$ cat src/rtl/line_fill_requester_pkg.sv
// Shared bus constants and types for the arbiter and its clients.
// Line fill engine widths, tags and FSM encoding live here.
package bus_pkg;

  localparam int ADDR_W = 64;
  localparam int DATA_W = 64;
  localparam int BEATS  = 8;
  localparam int TAG_W  = 13;
  localparam int LINE_W = BEATS * DATA_W;
  localparam int CNT_W  = $clog2(BEATS);
  localparam int OFF_W  = $clog2(LINE_W / 8);

  localparam logic [TAG_W-1:0] READ_TAG  = 13'h1100;
  localparam logic [TAG_W-1:0] WRITE_TAG = 13'h0800;

  typedef enum logic [1:0] {
    IDLE,
    REQ,
    COLLECT,
    DONE
  } fill_state_t;

  typedef logic [LINE_W-1:0] line_t;

  function automatic logic [ADDR_W-1:0] line_align(
    input logic [ADDR_W-1:0] a
  );
    return {a[ADDR_W-1:OFF_W], OFF_W'(0)};
  endfunction

endpackage

$ cat src/rtl/line_fill_requester_if.sv
// One arbiter client port: request channel plus response beat channel.
// master = requesting client, slave = arbiter side.
interface line_fill_requester_if;
  import bus_pkg::*;

  logic [ADDR_W-1:0] req;
  logic              reqcyc;
  logic [TAG_W-1:0]  reqtag;
  logic              reqack;
  logic [DATA_W-1:0] resp;
  logic              respcyc;
  logic [TAG_W-1:0]  resptag;
  logic              respack;

  modport master (
    output req,
    output reqcyc,
    output reqtag,
    input  reqack,
    input  resp,
    input  respcyc,
    input  resptag,
    output respack
  );

  modport slave (
    input  req,
    input  reqcyc,
    input  reqtag,
    output reqack,
    output resp,
    output respcyc,
    output resptag,
    input  respack
  );

endinterface

$ cat src/rtl/line_fill_requester_beat_collector.sv
// Beat counter, per-slot line register and response tag check.
// Wrong-tag beats are dropped without advancing the counter.
module beat_collector
  import bus_pkg::*;
(
  input  logic              clk,
  input  logic              reset,
  input  logic              en,
  input  logic              respcyc,
  input  logic [TAG_W-1:0]  resptag,
  input  logic [DATA_W-1:0] resp,
  output line_t             line,
  output logic              last,
  output logic              tag_err
);

  logic [CNT_W-1:0] cnt;
  logic             hit;
  logic             miss;

  assign hit  = en & respcyc & (resptag == READ_TAG);
  assign miss = en & respcyc & (resptag != READ_TAG);
  assign last = hit & (cnt == CNT_W'(BEATS - 1));

  always_ff @(posedge clk) begin
    if (reset) begin
      cnt     <= '0;
      line    <= '0;
      tag_err <= 1'b0;
    end else begin
      if (hit) begin
        line[cnt*DATA_W +: DATA_W] <= resp;
        cnt <= cnt + 1'b1;
      end
      if (miss) begin
        tag_err <= 1'b1;
      end
    end
  end

endmodule

$ cat src/rtl/line_fill_requester.sv
// Cache line fill engine on one arbiter client port:
// one read request, eight beats collected, line handed to the cache.
module line_fill_requester
  import bus_pkg::*;
(
  input  logic                clk,
  input  logic                reset,
  input  logic                fill_valid,
  input  logic [ADDR_W-1:0]   fill_addr,
  output logic                fill_ready,
  output logic                line_valid,
  input  logic                line_ready,
  output line_t               line_data,
  output logic [ADDR_W-1:0]   line_addr,
  output logic                tag_err,
  line_fill_requester_if.master bus
);

  fill_state_t       state;
  logic [ADDR_W-1:0] addr_q;
  logic              last;
  logic              collecting;

  assign collecting  = (state == COLLECT);
  assign fill_ready  = (state == IDLE);
  assign line_valid  = (state == DONE);
  assign line_addr   = addr_q;

  assign bus.reqcyc  = (state == REQ);
  assign bus.req     = bus.reqcyc ? addr_q : '0;
  assign bus.reqtag  = bus.reqcyc ? READ_TAG : '0;
  // No backpressure on beats: every beat seen while collecting is acked.
  assign bus.respack = collecting & bus.respcyc;

  always_ff @(posedge clk) begin
    if (reset) begin
      state  <= IDLE;
      addr_q <= '0;
    end else begin
      unique case (1'b1)
        state == IDLE: begin
          if (fill_valid) begin
            addr_q <= line_align(fill_addr);
            state  <= REQ;
          end
        end
        state == REQ: begin
          if (bus.reqack) state <= COLLECT;
        end
        state == COLLECT: begin
          if (last) state <= DONE;
        end
        state == DONE: begin
          if (line_ready) state <= IDLE;
        end
        default: state <= IDLE;
      endcase
    end
  end

  beat_collector u_collect (
    .clk     (clk),
    .reset   (reset),
    .en      (collecting),
    .respcyc (bus.respcyc),
    .resptag (bus.resptag),
    .resp    (bus.resp),
    .line    (line_data),
    .last    (last),
    .tag_err (tag_err)
  );

endmodule

$ cat src/flat_wrapper.sv
// flat-port wrapper written by rule: the top's interface ports become plain ports
module line_fill_requester_flat import bus_pkg::*;
  (clk, reset, fill_valid, fill_addr, fill_ready, line_valid, line_ready, line_data, line_addr, tag_err, bus_req, bus_reqcyc, bus_reqtag, bus_reqack, bus_resp, bus_respcyc, bus_resptag, bus_respack);
  line_fill_requester_if bus_i ();
  input  logic clk;
  input  logic reset;
  input  logic fill_valid;
  input  logic [ADDR_W-1:0] fill_addr;
  output logic fill_ready;
  output logic line_valid;
  input  logic line_ready;
  output line_t line_data;
  output logic [ADDR_W-1:0] line_addr;
  output logic tag_err;
  output wire logic [$bits(bus_i.req)-1:0] bus_req;
  output wire logic [$bits(bus_i.reqcyc)-1:0] bus_reqcyc;
  output wire logic [$bits(bus_i.reqtag)-1:0] bus_reqtag;
  input wire logic [$bits(bus_i.reqack)-1:0] bus_reqack;
  input wire logic [$bits(bus_i.resp)-1:0] bus_resp;
  input wire logic [$bits(bus_i.respcyc)-1:0] bus_respcyc;
  input wire logic [$bits(bus_i.resptag)-1:0] bus_resptag;
  output wire logic [$bits(bus_i.respack)-1:0] bus_respack;
  assign bus_req = bus_i.req;
  assign bus_reqcyc = bus_i.reqcyc;
  assign bus_reqtag = bus_i.reqtag;
  assign bus_i.reqack = bus_reqack;
  assign bus_i.resp = bus_resp;
  assign bus_i.respcyc = bus_respcyc;
  assign bus_i.resptag = bus_resptag;
  assign bus_respack = bus_i.respack;
  line_fill_requester u_core (.clk(clk), .reset(reset), .fill_valid(fill_valid), .fill_addr(fill_addr), .fill_ready(fill_ready), .line_valid(line_valid), .line_ready(line_ready), .line_data(line_data), .line_addr(line_addr), .tag_err(tag_err), .bus(bus_i));
endmodule
$ cat config.mk
export PLATFORM = sky130hd
export DESIGN_NAME = line_fill_requester_flat
export DESIGN_NICKNAME = d
export VERILOG_FILES = /design/src/rtl/line_fill_requester_pkg.sv /design/src/rtl/line_fill_requester_if.sv /design/src/rtl/line_fill_requester_beat_collector.sv /design/src/rtl/line_fill_requester.sv /design/src/flat_wrapper.sv
export SDC_FILE = /design/constraint.sdc
export NUM_CORES = 1
export LEC_CHECK = 0
export BUFFER_PORTS_ARGS = -buffer_cell sky130_fd_sc_hd__clkbuf_2
export CAP_MARGIN = 20
export CORE_AREA = 2 2 315 317
export DETAILED_ROUTE_END_ITERATION = 7
export DIE_AREA = 0 0 317 319
export GPL_ROUTABILITY_DRIVEN = 1
export GPL_TIMING_DRIVEN = 0
export PLACE_DENSITY = 0.5
export SETUP_SLACK_MARGIN = 0.4
export SYNTH_ARGS = -nofsm -noshare
export SYNTH_HDL_FRONTEND = slang
export SYNTH_SLANG_ARGS = --single-unit
$ cat constraint.sdc
create_clock -name clk -period 2.4 [get_ports clk]
set_input_delay 0.24 -clock clk [delete_from_list [all_inputs] [get_ports clk]]
set_output_delay 0.24 -clock clk [all_outputs]
set_load 0.1 [all_outputs]
; Word-level counts from Yosys, hierarchy flattened
; Index checks and enable logic that the tools add are counted.
[totals]
ff_bits = 576
in_bits = 147
[op_classes]
add_sub_neg = 2
eq_ne = 10
shifts = 2
n_mux = 8
bitwise = 4
reduce_logical = 3
[ops]
columns = operator, n
row1 = bitwise mux 512 bit, 1
row2 = variable shift 64 x 34 -> 512 bit (first input constant), 1
row3 = variable part select 64 x 34 -> 512 bit, 1
row4 = 2-to-1 mux 64 bit, 1
row5 = negator 9 -> 34 bit, 1
row6 = == test 13 bit (second input constant), 1
row7 = 2-to-1 mux 13 bit, 1
row8 = != test 13 bit (second input constant), 1
row9 = 2-to-1 mux 2 bit, 4
row10 = one-hot mux 2 bit (4 select lines), 1
row11 = bitwise AND 1 bit, 4
row12 = == test 2 bit (second input constant), 2
row13 = != test 2 x 1 -> 1 bit (second input constant), 2
row14 = != test 2 bit (second input constant), 2
row15 = AND reduction 4 bit, 1
row16 = adder 3 x 1 -> 3 bit (second input constant), 1
row17 = == test 3 bit (second input constant), 1
row18 = == test 2 x 1 -> 1 bit (second input constant), 1
row19 = logical NOT 2 bit, 1
row20 = AND reduction 2 bit, 1

; Depth between registers and ports, before layout
; Gate-level depths: netlist (run 1).
[logic_depth]
ltp_word = 6
ltp_mapped = 10

; Cells and area by module
; Synthesis (run 1) repeated with hierarchy kept, for this count alone.
[hier_totals]
hier_cells = 2890
area_unflattened_um2 = 24232.0
[modules_own_cells]
columns = module, instances, cells_each, area_per_inst_um2, seq_area_each_um2
row1 = beat_collector, 1, 2526, 21443.1, 10329.9
row2 = line_fill_requester, 1, 364, 2788.9, 1201.2

; Least setup slack after synthesis (run 1)
; Ideal clock, no wire load.
[synth_path]
kind = flip-flop to flip-flop
from = reg u_core.state[0]
to = reg u_core.u_collect.line[100]
setup_ns = 0.072
t_arrival_ns = 2.792
required_time_ns = 2.328
path_slack_ns = -0.464
stages_incl_launch_ff = 11
period_less_slack_ns = 2.864
cell_sequence = dfxtp_1 inv_1 ha_1 nand2_1 inv_1 clkbuf_1 nand2_1 nor3_1 buf_2 buf_2 mux2i_1
[synth_via]
elab_chain_len = 3
[synth_lines]
columns = item, line_no
row1 = from (decl), line_fill_requester.sv:19  ; fill_state_t state;
row2 = from (signal assigned), line_fill_requester.sv:37  ; state <= IDLE;
row3 = from (signal assigned), line_fill_requester.sv:44  ; state <= REQ;
row4 = from (signal assigned), line_fill_requester.sv:48  ; if (bus.reqack) state <= COLLECT;
row5 = == test 2 bit, line_fill_requester.sv:24  ; assign collecting = (state == COLLECT);
row6 = bitwise AND 1 bit, n/a
row7 = via bus_respack, flat_wrapper.sv:22  ; output wire logic [$bits(bus_i.respack)-1:0] bus_respack;
row8 = bitwise AND 1 bit, line_fill_requester_beat_collector.sv:21  ; assign hit = en & respcyc & (resptag == READ_TAG);
row9 = "to (signal, indexed assignment)", line_fill_requester_beat_collector.sv:32  ; line[cnt*DATA_W +: DATA_W] <= resp;
row10 = to (decl), line_fill_requester_beat_collector.sv:12  ; output line_t line,
; The timed path passes the listed nets, and every way through them passes these cells.
; A chain may end at the register's enable or synchronous reset.

; Worst setup path in the final report (run 1)
[layout_path]
from = reg u_core.u_collect.cnt[0]
to = reg u_core.u_collect.line[190]
[layout_via]
elab_chain_len = 3
word_cells_on_any_way = 4
classes_between = 1 x add/sub / 2 x shift / 1 x mux
[layout_lines]
columns = item, line_no
row1 = from (decl), line_fill_requester_beat_collector.sv:17  ; logic [CNT_W-1:0] cnt;
row2 = from (signal assigned), line_fill_requester_beat_collector.sv:33  ; cnt <= cnt + 1'b1;
row3 = negator 9 -> 34 bit (*), line_fill_requester_beat_collector.sv:32
row4 = variable part select 64 x 34 -> 512 bit / variable shift 64 x 34 -> 512 bit (equally long branches), line_fill_requester_beat_collector.sv:32
row5 = bitwise mux 512 bit (*), line_fill_requester_beat_collector.sv:32
; Mark *: on every way between the ends. The rest lies on a longest branch, timed or not.

==> results of run 1 <==
sequential cells by signal, indices dropped and copies added (netlist names):
signal / cells
u_core.line_addr: 58
u_core.state: 2
u_core.u_collect.cnt: 3
u_core.u_collect.line: 512
u_core.u_collect.tag_err: 1
worst paths after layout:
| kind | start | end | depth (start not counted) |
|---|---|---|---|
| setup / recovery | u_core.u_collect.cnt[0] | u_core.u_collect.line[190] | 10 |
| hold / removal | bus_respcyc | u_core.u_collect.cnt[2] | 4 |
| setup reg to reg | u_core.u_collect.cnt[0] | u_core.u_collect.line[190] | 10 |
| hold reg to reg | u_core.u_collect.line[431] | u_core.u_collect.line[431] | 2 |
per-stage QoR:
step                cells  setup slack, ns  util (%)  instance area, um2  power [uW]
finish               4833           0.1634     36.96               36110       26400
global route         4833          0.07716     36.96               36110       27270
CTS                  4800           0.1339     35.93               35100       26330
detailed placement   4468          -0.8382     29.10               28430       14750
global placement     4458           -1.669     28.95               28280       14750
floorplan            2396           0.3484         -               22790       13620
metal layers:
layer  vias to the layer above  part of all wire [%]  track usage, %
met3                       178                   7.5           6.373
met2                       771                    49           38.20
met4                         0                   3.7           8.637
li1                      10070                     -               -
met1                     10116                    40           25.04
met5                         -                     0               0
critical path, cell delays in order (launching register included):
cell	delay, ns
dfxtp_4	0.37
inv_4	0.04
ha_4	0.15
ha_4	0.28
nand4b_1	0.15
buf_4	0.19
or3_4	0.35
buf_12	0.15
buf_12	0.16
buf_16	0.16
mux2i_1	0.11
what timing repair did:
action	4_1_cts	5_1_grt
pin swaps	12	8
hold buffers	115	0
resized for setup	393	174
cloned	29	16
buffers inserted	66	16
setup endpoints to repair	598	594
endpoints found under the hold margin	464	0
final cells by class:
type / instances / area (um2)
Inverter: 7 / 38.79
Fill cell: 9770 / 61590
Clock buffer: 99 / 2011
Sequential cell: 576 / 11550
Clock inverter: 23 / 255.2
Buffer: 198 / 1914
Multi-Input combinational cell: 1615 / 10190
Tap cell: 1287 / 1610
Timing Repair Buffer: 1027 / 8539
Antenna cell: 1 / 2.502
report_power, final:
group          switching (uW)  leakage [uW]  internal, uW
clock network            4550       0.00110          6100
logic                    4120        0.0102          1660
registers                 207       0.00465          9770
total                    8870        0.0160         17500
cell usage after synthesis, drive strengths merged, types with 2 or more instances:
cell | count | area [um2]
nor4 | 5 | 46.29
o311ai | 2 | 17.52
nand4 | 3 | 18.77
and2 | 59 | 369.1
o21ai | 3 | 15.01
nor2b | 4 | 25.02
ha | 10 | 125.1
mux2i | 513 | 5135
nand2 | 828 | 3108
inv | 6 | 22.52
dfxtp | 576 | 11530
nand3 | 68 | 340.3
nor2 | 9 | 33.78
a21oi | 62 | 310.3
buf | 81 | 780.8
nor3 | 8 | 40.04
and4 | 3 | 26.28
clkbuf | 117 | 439.2
or3 | 2 | 12.51
nand2b | 2 | 12.51
cells by family after synthesis:
logic type	count (synthesis)
AOI/OAI and AO/OA	69
adders and majority gates	10
buffers and inverters	205
DFF	576
muxes	513
other	1
and+or+nand+nor	1000
==> metrics.md, run 1 <==
| Metric | Value |
|---|---|
| Status | `finished, final reports clean` |
| Setup TNS | `0 ns` |
| Vias in the first global route | `21,082` |
| Crit path time final | `2.237 ns` |
| Synth Cell Area | `22,520 um2` |
| Sequential-to-total area share from yosys stat | `51.21%` |
| Io pins | `805` |
| # setup viols final | `0` |
| Layout cells sized above 1 | `35.06%` |
| WS Path Type | `flip-flop to flip-flop` |
| Avg Cell Area, Syn | `9.485 um2` |
| Synth warn | `0` |
| Most common cell after layout, fill and taps aside | `nand2_1` |
| Final nets | `3,652` |
| Max Root-Sink Buffers | `3` |
| Final Cycle Share | `93.19%` |
| Synth Register Bits | `576` |
| # clock sinks | `576` |
| HP Class | `input port to flip-flop` |
| Top FF cell, synth | `dfxtp_1` |
| Vias per cell | `4.373` |
| Largest family of logic cells by synthesized area | `multiplexers` |
| Adder-Cell Fraction of Synth Area | `0.5557%` |
| Via count | `21,135` |
| Final Hold Vio Count | `0` |
| Post-Route WL | `117,600 um` |
| MaxCap Viol Count | `0` |
| First-pass GRT wire length | `157,200 um` |
| Initial Util | `23.05%` |
| Core ar. | `97,700 um2` |
| Synth Area in Compound Gates | `1.606%` |
| XOR/XNOR share of the synthesized area | `0%` |
| Gate Count Post-Synth | `2,374` |
| Relative slew slack | `31.71%` |
| RePlAce Congestion | `0.8755` |
| H-tree depth | `3` |
| CTS tree | `done` |
| Slew Limit Fails | `0` |
| Global Route Usage Sum | `21.96%` |
| CP max FO | `6` |
| Post-synth ARST share | `0%` |
| Post-synth EDFFs | `0` |
| Layout Skew | `0.01861 ns` |
| Input/output buffers | `775` |
| Commonest non-fill, non-tap cells in the layout | `827 x nand2_1, 734 x clkbuf_2, 571 x dfxtp_1, 510 x mux2i_1, 138 x clkbuf_16` |
| Pwr Density | `731.2 nW/um2` |
| Leak | `0.01597 uW` |
| Largest net degree at the start of global routing | `13` |
| Inserted Clock Buffers | `70` |
| Die ar. | `101,100 um2` |
| Post-synthesis mux area share | `22.81%` |
| Initial DRC Count | `1,156` |
| WP data arrival | `2.75 ns` |
| Root Driver | `clkbuf_16` |
| Die span in y | `319 um` |
| RSZ-0062 raised after global routing | `true` |
| Crit end category | `flip-flop` |
| Initial antenna violation count | `4` |
| Startpoint class of the critical path | `flip-flop` |
| Chip width | `317 um` |
| Maximum vdd drop | `1.007 mV` |
| Synth-to-layout area growth | `60.38%` |
| WL/cell | `24.33 um` |
| Critical Path RT | `2.91 ns` |
| Worst-Margin Slew | `1.024 ns` |
| Reg2Reg Setup Slack | `0.16 ns` |
| Clk slew on worst S/H paths | `0.06 ns` |
| Total global routing overflow | `0` |
| Worst-Skew Late Latency | `0.65 ns` |
| Hold slack | `0.06407 ns` |
| Final ANT Viol Nets | `0` |
| Num rows | `115` |
| DRC viols | `0` |
| Post-synth cell types | `39` |
| Peak Freq | `447.1 MHz` |
| First-pass detailed-route iteration total | `5` |
| Final HPWL from detailed placement | `83,100 um` |
| Synth Area in Simple Gates | `18.27%` |
(Power assumes the default switching activity.)
==> inputs of run 2 (changes only) <==
--- a/config.mk
+++ b/config.mk
@@ -13,6 +13,7 @@
 export GPL_ROUTABILITY_DRIVEN = 1
 export GPL_TIMING_DRIVEN = 0
 export PLACE_DENSITY = 0.5
+export RECOVER_POWER = 100
 export SETUP_SLACK_MARGIN = 0.4
 export SYNTH_ARGS = -nofsm -noshare
 export SYNTH_HDL_FRONTEND = slang
==> metrics.md, run 2 (same netlist as run 1, synthesis figures left out) <==
| Metric | Value |
|---|---|
| Worst-Margin Slew | `1.293 ns` |
| Inserted Clock Buffers | `70` |
| Pwr Density | `763.7 nW/um2` |
| Final ANT Viol Nets | `0` |
| Chip width | `317 um` |
| Synth-to-layout area growth | `51.37%` |
| Slew Limit Fails | `0` |
| Final Hold Vio Count | `0` |
| Power share of the clock group | `40.9%` |
| Initial Util | `23.05%` |
| H-tree depth | `3` |
| Vias per cell | `4.398` |
| CTS tree | `done` |
| Start point of the critical path | `u_core.state[1]` |
| Global Route Usage Sum | `21.96%` |
| Pwr Total | `26,030 uW` |
| Most common cell after layout, fill and taps aside | `nand2_1` |
| Maximum vdd drop | `0.9706 mV` |
| CP max-delay cell | `dfxtp_1` |
| Cells on Worst Hold Path | `3` |
| Final nets | `3,652` |
| RSZ-0062 raised after global routing | `true` |
| Crit end category | `primary output` |
| First-pass GRT wire length | `157,200 um` |
| Layout Skew | `0.01933 ns` |
| Initial DRC Count | `1,138` |
| WP data arrival | `2.04 ns` |
| HP Class | `input port to flip-flop` |
| Relative slew slack | `14.15%` |
| Root Driver | `clkbuf_16` |
| Sw Pwr | `8830 uW` |
| Leak | `0.01402 uW` |
| Buf/Inv on CP | `4` |
| Peak Freq | `438.6 MHz` |
| R2R depth | `10` |
| Input/output buffers | `775` |
| Die ar. | `101,100 um2` |
| Final Cell Area | `34,080 um2` |
| Core ar. | `97,700 um2` |
| CP max FO | `10` |
| FF-to-FF End | `u_core.u_collect.line[143]` |
| Post-DP Area | `28,430 um2` |
| CP top delay family | `buffers and inverters` |
| Critical Path RT | `2.16 ns` |
| Max Root-Sink Buffers | `3` |
| Io pins | `805` |
| Status | `finished, final reports clean` |
| Crit path time final | `2.280 ns` |
| Fill count | `10,178` |
| Startpoint class of the critical path | `flip-flop` |
| Reg power frac | `38.3%` |
| # clock sinks | `576` |
| Final HPWL from detailed placement | `83,100 um` |
| Clk slew on worst S/H paths | `0.06 ns` |
| # setup viols final | `0` |
| WS Path Type | `flip-flop to primary output` |
| Critical-path cell list | `inv_4, ha_4, buf_4, buf_8, and2_2, buf_6` |
| Num rows | `115` |
| Post-Route WL | `117,800 um` |
| WL/cell | `24.36 um` |
| Layout cells sized above 1 | `23.02%` |
| Switching part of the total | `33.92%` |
| Final Cycle Share | `94.99%` |
| Commonest non-fill, non-tap cells in the layout | `828 x nand2_1, 572 x dfxtp_1, 510 x mux2i_1, 503 x clkbuf_1, 343 x clkbuf_2` |
| Initial antenna violation count | `6` |
| DRC viols | `0` |
| Most flops, register | `u_core.u_collect.line` |
| Total global routing overflow | `0` |
| Comb pwr share | `20.8%` |
| Critical path depth | `6` |
| Reg2reg start | `u_core.u_collect.cnt[0]` |
| Via count | `21,262` |
| Largest net degree at the start of global routing | `13` |
| Max stage delay on crit path | `0.43 ns` |
| Reg2Reg Setup Slack | `0.13 ns` |
| Worst-Skew Late Latency | `0.65 ns` |
| Crit path to | `bus_req[20]` |
| Final core occ | `34.89%` |
| Max reg flops | `512` |
| P_int | `17,200 uW` |
| RePlAce Congestion | `0.8755` |
| Vias in the first global route | `21,082` |
| First-pass detailed-route iteration total | `7` |
| MaxCap Viol Count | `0` |
| Die span in y | `319 um` |
==> run 2: cell count changes in the layout (fill, tap and decap cells not counted), moves of 2 or more <==
cell	before	now
buf_1	1	9
buf_12	80	52
buf_16	29	23
buf_2	1	4
buf_4	53	65
buf_6	34	66
buf_8	24	14
clkbuf_1	87	503
clkbuf_16	138	83
clkbuf_2	734	343
clkbuf_4	12	31
diode_2	1	3
==> run 2: cell type report <==
type | count | area [um2] | share of cell area (%)
plain buffers | 198 | 1637 | 4.802
clock inverters | 23 | 255.2 | 0.7489
multi-input cells | 1615 | 10170 | 29.84
flip-flops and latches | 576 | 11550 | 33.88
clock buffers | 99 | 2011 | 5.899
diodes | 3 | 7.507 | 0.02203
inverters | 7 | 38.79 | 0.1138
repair buffers | 1027 | 6808 | 19.97
well taps | 1287 | 1610 | 4.724
==> run 2: how the worst min path moves through the flow <==
stage,slack [ns],to,from
finish,0.08,u_core.u_collect.line[313],bus_resp[57]
global route,0.05,u_core.u_collect.line[121],bus_resp[57]
CTS,0.02,u_core.u_collect.cnt[2],bus_respcyc
detailed placement,0.45,u_core.u_collect.line[406],u_core.u_collect.line[406]
global placement,0.44,u_core.u_collect.line[225],u_core.u_collect.line[225]
floorplan,0.38,u_core.line_addr[10],fill_addr[10]
==> run 2: metal layers <==
metal	track usage, %	vias up	routed length [um]
met5	0	-	0
met4	8.637	0	4209
met3	6.373	166	8468
met2	38.20	763	58130
met1	25.04	10268	46980
li1	-	10065	-
==> run 2: what timing repair did <==
action,4_1_cts,5_1_grt
gates cloned,29,16
pin swaps,12,8
endpoints found under the hold margin,464,0
gates resized for setup,393,174
hold buffers,115,0
buffers inserted,66,16
setup endpoints to repair,598,594
==> run 2: metrics by stage <==
step | instances | hold slack, ns | TNS [ns] | setup slack [ns]
2_1_floorplan | 2396 | 0.3760 | 0 | 0.3484
3_3_place_gp | 4458 | 0.4429 | -474.62 | -1.669
3_5_place_dp | 4468 | 0.4461 | -155.08 | -0.8382
4_1_cts | 4800 | 0.02106 | 0 | 0.1339
5_1_grt | 4835 | 0.04642 | 0 | 0.04878
6_report | 4835 | 0.08445 | 0 | 0.1202
==> run 2: power by group through the flow <==
stage / clock network [uW] / logic (uW) / registers, uW
6_report: 10600 / 5410 / 9970
5_1_grt: 11300 / 5610 / 9990
4_1_cts: 10900 / 5460 / 9960
3_5_place_dp: 0 / 4610 / 10100
3_3_place_gp: 0 / 4600 / 10100
2_1_floorplan: 0 / 2200 / 11400
==> run 2: worst min-delay path: cells and delay by family <==
| family | cells | cell delay, ns |
|---|---|---|
| buf+inv | 1 | 0.22 |
| mux | 1 | 0.07 |
| simple gates | 1 | 0.14 |
